### src/rtl/coax_pkg.sv
// Shared definitions for the buffered coax host interface.
package coax_pkg;

  localparam int DATA_WIDTH_DEF = 10;

  typedef enum logic [1:0] {
    TX_IDLE = 2'd0,
    TX_SEND = 2'd1,
    TX_GAP  = 2'd2
  } tx_state_t;

endpackage

### src/rtl/coax_fifo.sv
// Synchronous first-word-fall-through FIFO with registered occupancy/flags.
module coax_fifo #(
  parameter int WIDTH = 10,
  parameter int DEPTH = 16,
  localparam int AW = $clog2(DEPTH),
  localparam int CW = AW + 1
) (
  input  logic             clk,
  input  logic             reset,
  input  logic             push,
  input  logic [WIDTH-1:0] wdata,
  input  logic             pop,
  output logic [WIDTH-1:0] rdata,
  output logic             full,
  output logic             empty,
  output logic [CW-1:0]    count
);

  logic [WIDTH-1:0] r_mem [DEPTH];
  logic [AW-1:0]    r_wr_ptr;
  logic [AW-1:0]    r_rd_ptr;
  logic [CW-1:0]    r_count;
  logic             r_full;
  logic             r_empty;
  logic             w_do_pop;
  logic             w_do_push;
  logic [CW-1:0]    w_count_nxt;

  // A push into a full FIFO is legal when the same cycle frees a slot.
  assign w_do_pop    = pop && !r_empty;
  assign w_do_push   = push && (!r_full || w_do_pop);
  assign w_count_nxt = r_count + CW'(w_do_push) - CW'(w_do_pop);

  always_ff @(posedge clk) begin
    if (reset) begin
      r_wr_ptr <= '0;
      r_rd_ptr <= '0;
      r_count  <= '0;
      r_full   <= 1'b0;
      r_empty  <= 1'b1;
    end else begin
      if (w_do_push) r_wr_ptr <= r_wr_ptr + AW'(1);
      if (w_do_pop)  r_rd_ptr <= r_rd_ptr + AW'(1);
      r_count <= w_count_nxt;
      r_full  <= (w_count_nxt == CW'(DEPTH));
      r_empty <= (w_count_nxt == '0);
    end
  end

  always_ff @(posedge clk) begin
    if (w_do_push) r_mem[r_wr_ptr] <= wdata;
  end

  assign rdata = r_mem[r_rd_ptr];
  assign full  = r_full;
  assign empty = r_empty;
  assign count = r_count;

endmodule

### src/rtl/coax_buffered_interface.sv
// Host-side TX/RX buffering between the host bus and the coax_tx/coax_rx pair,
// with stream or commit-then-burst transmit and sticky RX overflow.
module coax_buffered_interface
  import coax_pkg::*;
#(
  parameter int DATA_WIDTH = DATA_WIDTH_DEF,
  parameter int TX_DEPTH   = 16,
  parameter int RX_DEPTH   = 16
) (
  input  logic                      clk,
  input  logic                      reset,
  input  logic                      host_tx_write,
  input  logic [DATA_WIDTH-1:0]     host_tx_data,
  input  logic                      host_tx_commit,
  input  logic                      tx_burst,
  output logic                      host_tx_full,
  output logic [$clog2(TX_DEPTH):0] host_tx_count,
  input  logic                      host_rx_read,
  output logic [DATA_WIDTH-1:0]     host_rx_data,
  output logic                      host_rx_empty,
  output logic [$clog2(RX_DEPTH):0] host_rx_count,
  output logic                      host_rx_overflow,
  input  logic                      host_overflow_clear,
  output logic                      tx_load,
  output logic [DATA_WIDTH-1:0]     tx_data,
  input  logic                      tx_full,
  input  logic [DATA_WIDTH-1:0]     rx_data,
  input  logic                      rx_data_available,
  output logic                      rx_data_read
);

  tx_state_t             r_state;
  tx_state_t             w_state_nxt;
  logic                  w_tx_push;
  logic                  w_tx_empty;
  logic [DATA_WIDTH-1:0] w_tx_head;
  logic                  w_tx_load_nxt;
  logic                  r_tx_load;
  logic [DATA_WIDTH-1:0] r_tx_data;

  logic                  w_rx_capture;
  logic                  w_rx_full;
  logic                  w_rx_drop;
  logic                  r_rx_data_read;
  logic [DATA_WIDTH-1:0] r_rx_word;
  logic                  r_rx_overflow;

  assign w_tx_push = host_tx_write && !host_tx_full;

  coax_fifo #(.WIDTH(DATA_WIDTH), .DEPTH(TX_DEPTH)) u_tx_fifo (
    .clk   (clk),
    .reset (reset),
    .push  (w_tx_push),
    .wdata (host_tx_data),
    .pop   (w_tx_load_nxt),
    .rdata (w_tx_head),
    .full  (host_tx_full),
    .empty (w_tx_empty),
    .count (host_tx_count)
  );

  always_ff @(posedge clk) begin
    if (reset) r_state <= TX_IDLE;
    else       r_state <= w_state_nxt;
  end

  // Leaving IDLE counts the word being written this cycle, so a write reaches SEND one cycle later.
  always_comb begin
    w_state_nxt = r_state;
    case (r_state)
      TX_IDLE: if ((w_tx_push || !w_tx_empty) && (!tx_burst || host_tx_commit))
                 w_state_nxt = TX_SEND;
      TX_SEND: if (w_tx_empty)   w_state_nxt = TX_IDLE;
               else if (!tx_full) w_state_nxt = TX_GAP;
      TX_GAP:  w_state_nxt = TX_SEND;
      default: w_state_nxt = TX_IDLE;
    endcase
  end

  always_comb begin
    w_tx_load_nxt = (r_state == TX_SEND) && !w_tx_empty && !tx_full;
  end

  always_ff @(posedge clk) begin
    if (reset) r_tx_load <= 1'b0;
    else       r_tx_load <= w_tx_load_nxt;
  end

  always_ff @(posedge clk) begin
    if (w_tx_load_nxt) r_tx_data <= w_tx_head;
  end

  // The word is latched on capture and pushed while rx_data_read is high.
  assign w_rx_capture = rx_data_available && !r_rx_data_read;
  assign w_rx_drop    = r_rx_data_read && w_rx_full && !host_rx_read;

  always_ff @(posedge clk) begin
    if (reset) begin
      r_rx_data_read <= 1'b0;
      r_rx_overflow  <= 1'b0;
    end else begin
      r_rx_data_read <= w_rx_capture;
      if (w_rx_drop)                r_rx_overflow <= 1'b1;
      else if (host_overflow_clear) r_rx_overflow <= 1'b0;
    end
  end

  always_ff @(posedge clk) begin
    if (w_rx_capture) r_rx_word <= rx_data;
  end

  coax_fifo #(.WIDTH(DATA_WIDTH), .DEPTH(RX_DEPTH)) u_rx_fifo (
    .clk   (clk),
    .reset (reset),
    .push  (r_rx_data_read),
    .wdata (r_rx_word),
    .pop   (host_rx_read),
    .rdata (host_rx_data),
    .full  (w_rx_full),
    .empty (host_rx_empty),
    .count (host_rx_count)
  );

  assign tx_load          = r_tx_load;
  assign tx_data          = r_tx_data;
  assign rx_data_read     = r_rx_data_read;
  assign host_rx_overflow = r_rx_overflow;

endmodule
### config.mk
export PLATFORM = sky130hd
export DESIGN_NAME = coax_buffered_interface
export DESIGN_NICKNAME = d
export VERILOG_FILES = /design/src/rtl/coax_pkg.sv /design/src/rtl/coax_fifo.sv /design/src/rtl/coax_buffered_interface.sv
export SDC_FILE = /design/constraint.sdc
export NUM_CORES = 1
export LEC_CHECK = 0
export BUFFER_PORTS_ARGS = -buffer_cell sky130_fd_sc_hd__buf_2
export CAP_MARGIN = 20
export CORE_AREA = 2 2 161 194
export CTS_BUF_LIST = sky130_fd_sc_hd__clkbuf_16
export DETAILED_ROUTE_END_ITERATION = 8
export DIE_AREA = 0 0 163 196
export PLACE_DENSITY = 0.71
export RECOVER_POWER = 50
export SETUP_SLACK_MARGIN = 0.2
export SYNTH_ARGS = -nofsm -noshare
export SYNTH_HDL_FRONTEND = slang
export SYNTH_SLANG_ARGS = --single-unit
### constraint.sdc
create_clock -name clk -period 4 [get_ports clk]
set_input_delay 0.6 -clock clk [delete_from_list [all_inputs] [get_ports clk]]
set_output_delay 0.6 -clock clk [all_outputs]
set_load 0.02 [all_outputs]
==> results.yml <==
status:
  status: "complete, but fails checks"
  violations: "max-capacitance violations, max-slew violations"
synthesis:
  yosysUniqueCellTypes: 44
  synth_seq_cells: 379
  post_synth_inst_count: 767
  synth_ff_type: "sky130_fd_sc_hd__edfxtp_1"
  synth_fp_nets: 818
  ys_async_sr_fraction_pct: 0
  synthesis.area_sq_mm: 0.0149
  syn-mean-instance-area_sq_um: 19.4
  synth.top_cells.by_area: "sky130_fd_sc_hd__edfxtp_1 69%, sky130_fd_sc_hd__mux4_2 5.9%, sky130_fd_sc_hd__mux4_1 5.5%"
  yosys.area.top_type_share_pct: 68.7
  number_of_enable_flip_flop_cells_after_synthesis: 340
  sequential_element_share_of_the_synthesized_area_pct: 73.9
  yosys_warnings: 0
  synthDominantAreaCellType: "sky130_fd_sc_hd__edfxtp_1"
clock_tree:
  numCtsBuffers: 39
  post_cts_resize_count: 0
  cts_max_path_buffers: 3
  clock_insertion_delay_worst_skew_ns: 0.54
  clockRootBuffer: "sky130_fd_sc_hd__clkbuf_16"
  cts_hold_buffers: 0
  tritoncts_num_sinks: 379
  cts.clk_slew.worst_paths_ns: 0.06
  cts_post_setup_buffers_inserted: 0
  cts.htree.levels: 2
  tritoncts: "built"
worst_setup_path:
  reg2reg_depth: 10
  crit_path_start_kind: "register"
  worst_ep_arrival_time_ns: 2.76
  rr_startpoint: "u_rx_fifo.empty$_SDFF_PP1_"
  register_to_register_path_setup_slack_ns: 1.04
  worstPathRequired_ns: 3.40
  endpoint_kind: "output port"
  crit_end: "host_rx_data[0]"
  criticalPathCategory: "register to output port"
  timing.critical_path.fanout_max: 28
  reg2reg_to: "u_rx_fifo.full$_SDFF_PP0_"
final_layout:
  drive_above_1_share_pct: 18.7
  layout.nets: 911
  mostFrequentLayoutCells: "340 x sky130_fd_sc_hd__edfxtp_1, 51 x sky130_fd_sc_hd__buf_2, 42 x sky130_fd_sc_hd__mux2i_1, 39 x sky130_fd_sc_hd__mux4_2, 39 x sky130_fd_sc_hd__clkbuf_16"
  antenna-diode-count: 0
  final_design_area_no_fill_sq_mm: 0.0168
  layout_commonest_cell: "sky130_fd_sc_hd__edfxtp_1"
  area_delta_synth_final_pct: 13.3
floorplan:
  io_pins: 64
  floorplan.initialDensity_pct: 49.2
  die_y_um: 196
  fp-row-count: 70
  die_width_um: 163
  floorplan.core_area_sq_mm: 0.0302
  die_area_sq_mm: 0.0319
routing:
  wl_um: 28600
  detailedRoute.firstPassIterationCount: 5
  drt-wirelength-per-cell_um: 22.3
  drc: 0
  detail_route.vias_per_cell: 5.62
  dr_total_vias: 7222
  antenna_left: 0
  number_of_drc_markers_in_iteration_0: 544
power_and_ir_drop:
  ir_drop_mv: 0.364
  power.total_mw: 9.18
  pwr_density_cell_mw_per_mm2: 545
  p_leak_nw: 5.52
global_route:
  global_route_wire_length_before_repair_um: 43100
  all_layer_global_routing_usage_pct: 18.3
  via_count_of_the_first_global_routing_pass: 7158
  largest_net_degree_at_the_start_of_global_routing: 42
  grt_antenna_before_repair: 0
  overflow: 0
sta:
  count_of_final_max_slew_check_failures: 37
  worst-slew-pin-transition_ns: 1.61
  max_clock_freq_mhz: 297
  unrepaired_setup_endpoints_after_global_routing: "no"
  timing.setup.tns_ns: 0
  maxSlewHeadroom_pct: -7.09
  report.final.hold_viol_count: 0
  period_needed_ns: 3.36
  clock_skew_ns: 0.0177
  timing.final.crit_share_pct: 84.0
  final-setup-viol-count: 0
min_path:
  hold_class: "input port to register"
placement:
  postPlaceCellArea_sq_mm: 0.0157
  port_buffers: 63
  place.detailed.hpwl_um: 17700
  gpl.final_weighted_congestion: 0.783
job:
  cap_viol_max_count: 1
==> metrics by stage <==
step | utilization (%) | setup WS, ns | hold WS [ns] | std cells
4_1_cts | 55.8 | 0.585 | 0.217 | 1281
5_1_grt | 55.7 | 0.525 | 0.217 | 1284
2_1_floorplan | - | 0.937 | 0.463 | 767
3_5_place_dp | 52.0 | 0.623 | 0.464 | 1212
3_3_place_gp | 51.9 | 0.733 | 0.451 | 1211
6_report | 55.7 | 0.638 | 0.240 | 1284
==> kinds of logic (layout without fill, tap and decap cells) <==
family,count (synthesis),after routing,synth area share (%)
flip-flops,379,379,73.9
AND/OR/NAND/NOR,108,108,3.70
buffers and inverters,63,184,1.99
adder cells (fa/ha/maj),22,22,1.95
multiplexers,112,112,14.2
AO/OA/AOI/OAI,63,63,3.05
XOR/XNOR,20,20,1.18
==> critical path: stages (launching register included) <==
cell and delay, ns:
sky130_fd_sc_hd__dfxtp_2 0.60, sky130_fd_sc_hd__buf_12 0.28, sky130_fd_sc_hd__mux4_1 0.62, sky130_fd_sc_hd__mux4_2 0.51
sky130_fd_sc_hd__buf_2 0.18
==> synthesized netlist by cell type (all sizes together) (9+ instances only) <==
| cell | instances |
|---|---|
| edfxtp | 340 |
| mux4 | 70 |
| mux2i | 42 |
| dfxtp | 39 |
| nor2 | 38 |
| inv | 26 |
| clkbuf | 22 |
| a221oi | 20 |
| ha | 20 |
| nand2 | 19 |
| buf | 15 |
| nor2b | 13 |
| o21ai | 13 |
| xor2 | 11 |
| a22oi | 10 |
| and2 | 10 |
| a21oi | 9 |
| xnor2 | 9 |
==> worst min path at each step <==
stage	from	to	slack, ns	depth (start not counted)
after floorplan	u_rx_fifo.full$_SDFF_PP0_	host_rx_overflow$_SDFFE_PP0P_	0.46	2
after global placement	host_rx_overflow$_SDFFE_PP0P_	host_rx_overflow$_SDFFE_PP0P_	0.45	2
after detailed placement	host_rx_overflow$_SDFFE_PP0P_	host_rx_overflow$_SDFFE_PP0P_	0.46	2
after CTS	rx_data[7]	r_rx_word[7]$_DFFE_PP_	0.22	1
after global routing	rx_data[7]	r_rx_word[7]$_DFFE_PP_	0.22	1
final	rx_data[7]	r_rx_word[7]$_DFFE_PP_	0.24	1
==> cell type report <==
class / count / area, sq um
multi-input cells: 325 / 3610
flip-flops and latches: 379 / 11000
well taps: 396 / 495
fillers: 2272 / 13400
repair buffers: 89 / 504
inverters: 26 / 97.6
clock inverters: 30 / 166
clock buffers: 39 / 976
==> sequential cells by signal, indices dropped and copies added (netlist names), named ones only <==
register,flops
host_rx_overflow,1
r_rx_word,10
r_state,2
rx_data_read,1
tx_data,10
tx_load,1
u_rx_fifo.count,5
u_rx_fifo.empty,1
u_rx_fifo.full,1
u_rx_fifo.r_mem,160
u_rx_fifo.r_rd_ptr,4
u_rx_fifo.r_wr_ptr,4
u_tx_fifo.count,5
u_tx_fifo.empty,1
u_tx_fifo.full,1
u_tx_fifo.r_mem,160
u_tx_fifo.r_rd_ptr,4
u_tx_fifo.r_wr_ptr,4
==> metal layers <==
metal  global-route usage [%]  routed length (um)  share of wire, %  vias to the layer above
li1                         -                   -                 -                     3274
met1                     23.0               11300                39                     3709
met2                     32.1               15300                53                      191
met3                     3.26                1330               4.7                       48
met4                     6.33                 742               2.6                        0
met5                        0                   0                 0                        -
==> power breakdown <==
part | internal (mW) | switching (mW) | total (mW)
logic | 0.611 | 0.669 | 1.28
clock network | 1.84 | 1.43 | 3.26
registers | 4.49 | 0.146 | 4.63
Power figures use the tool's default switching activity.
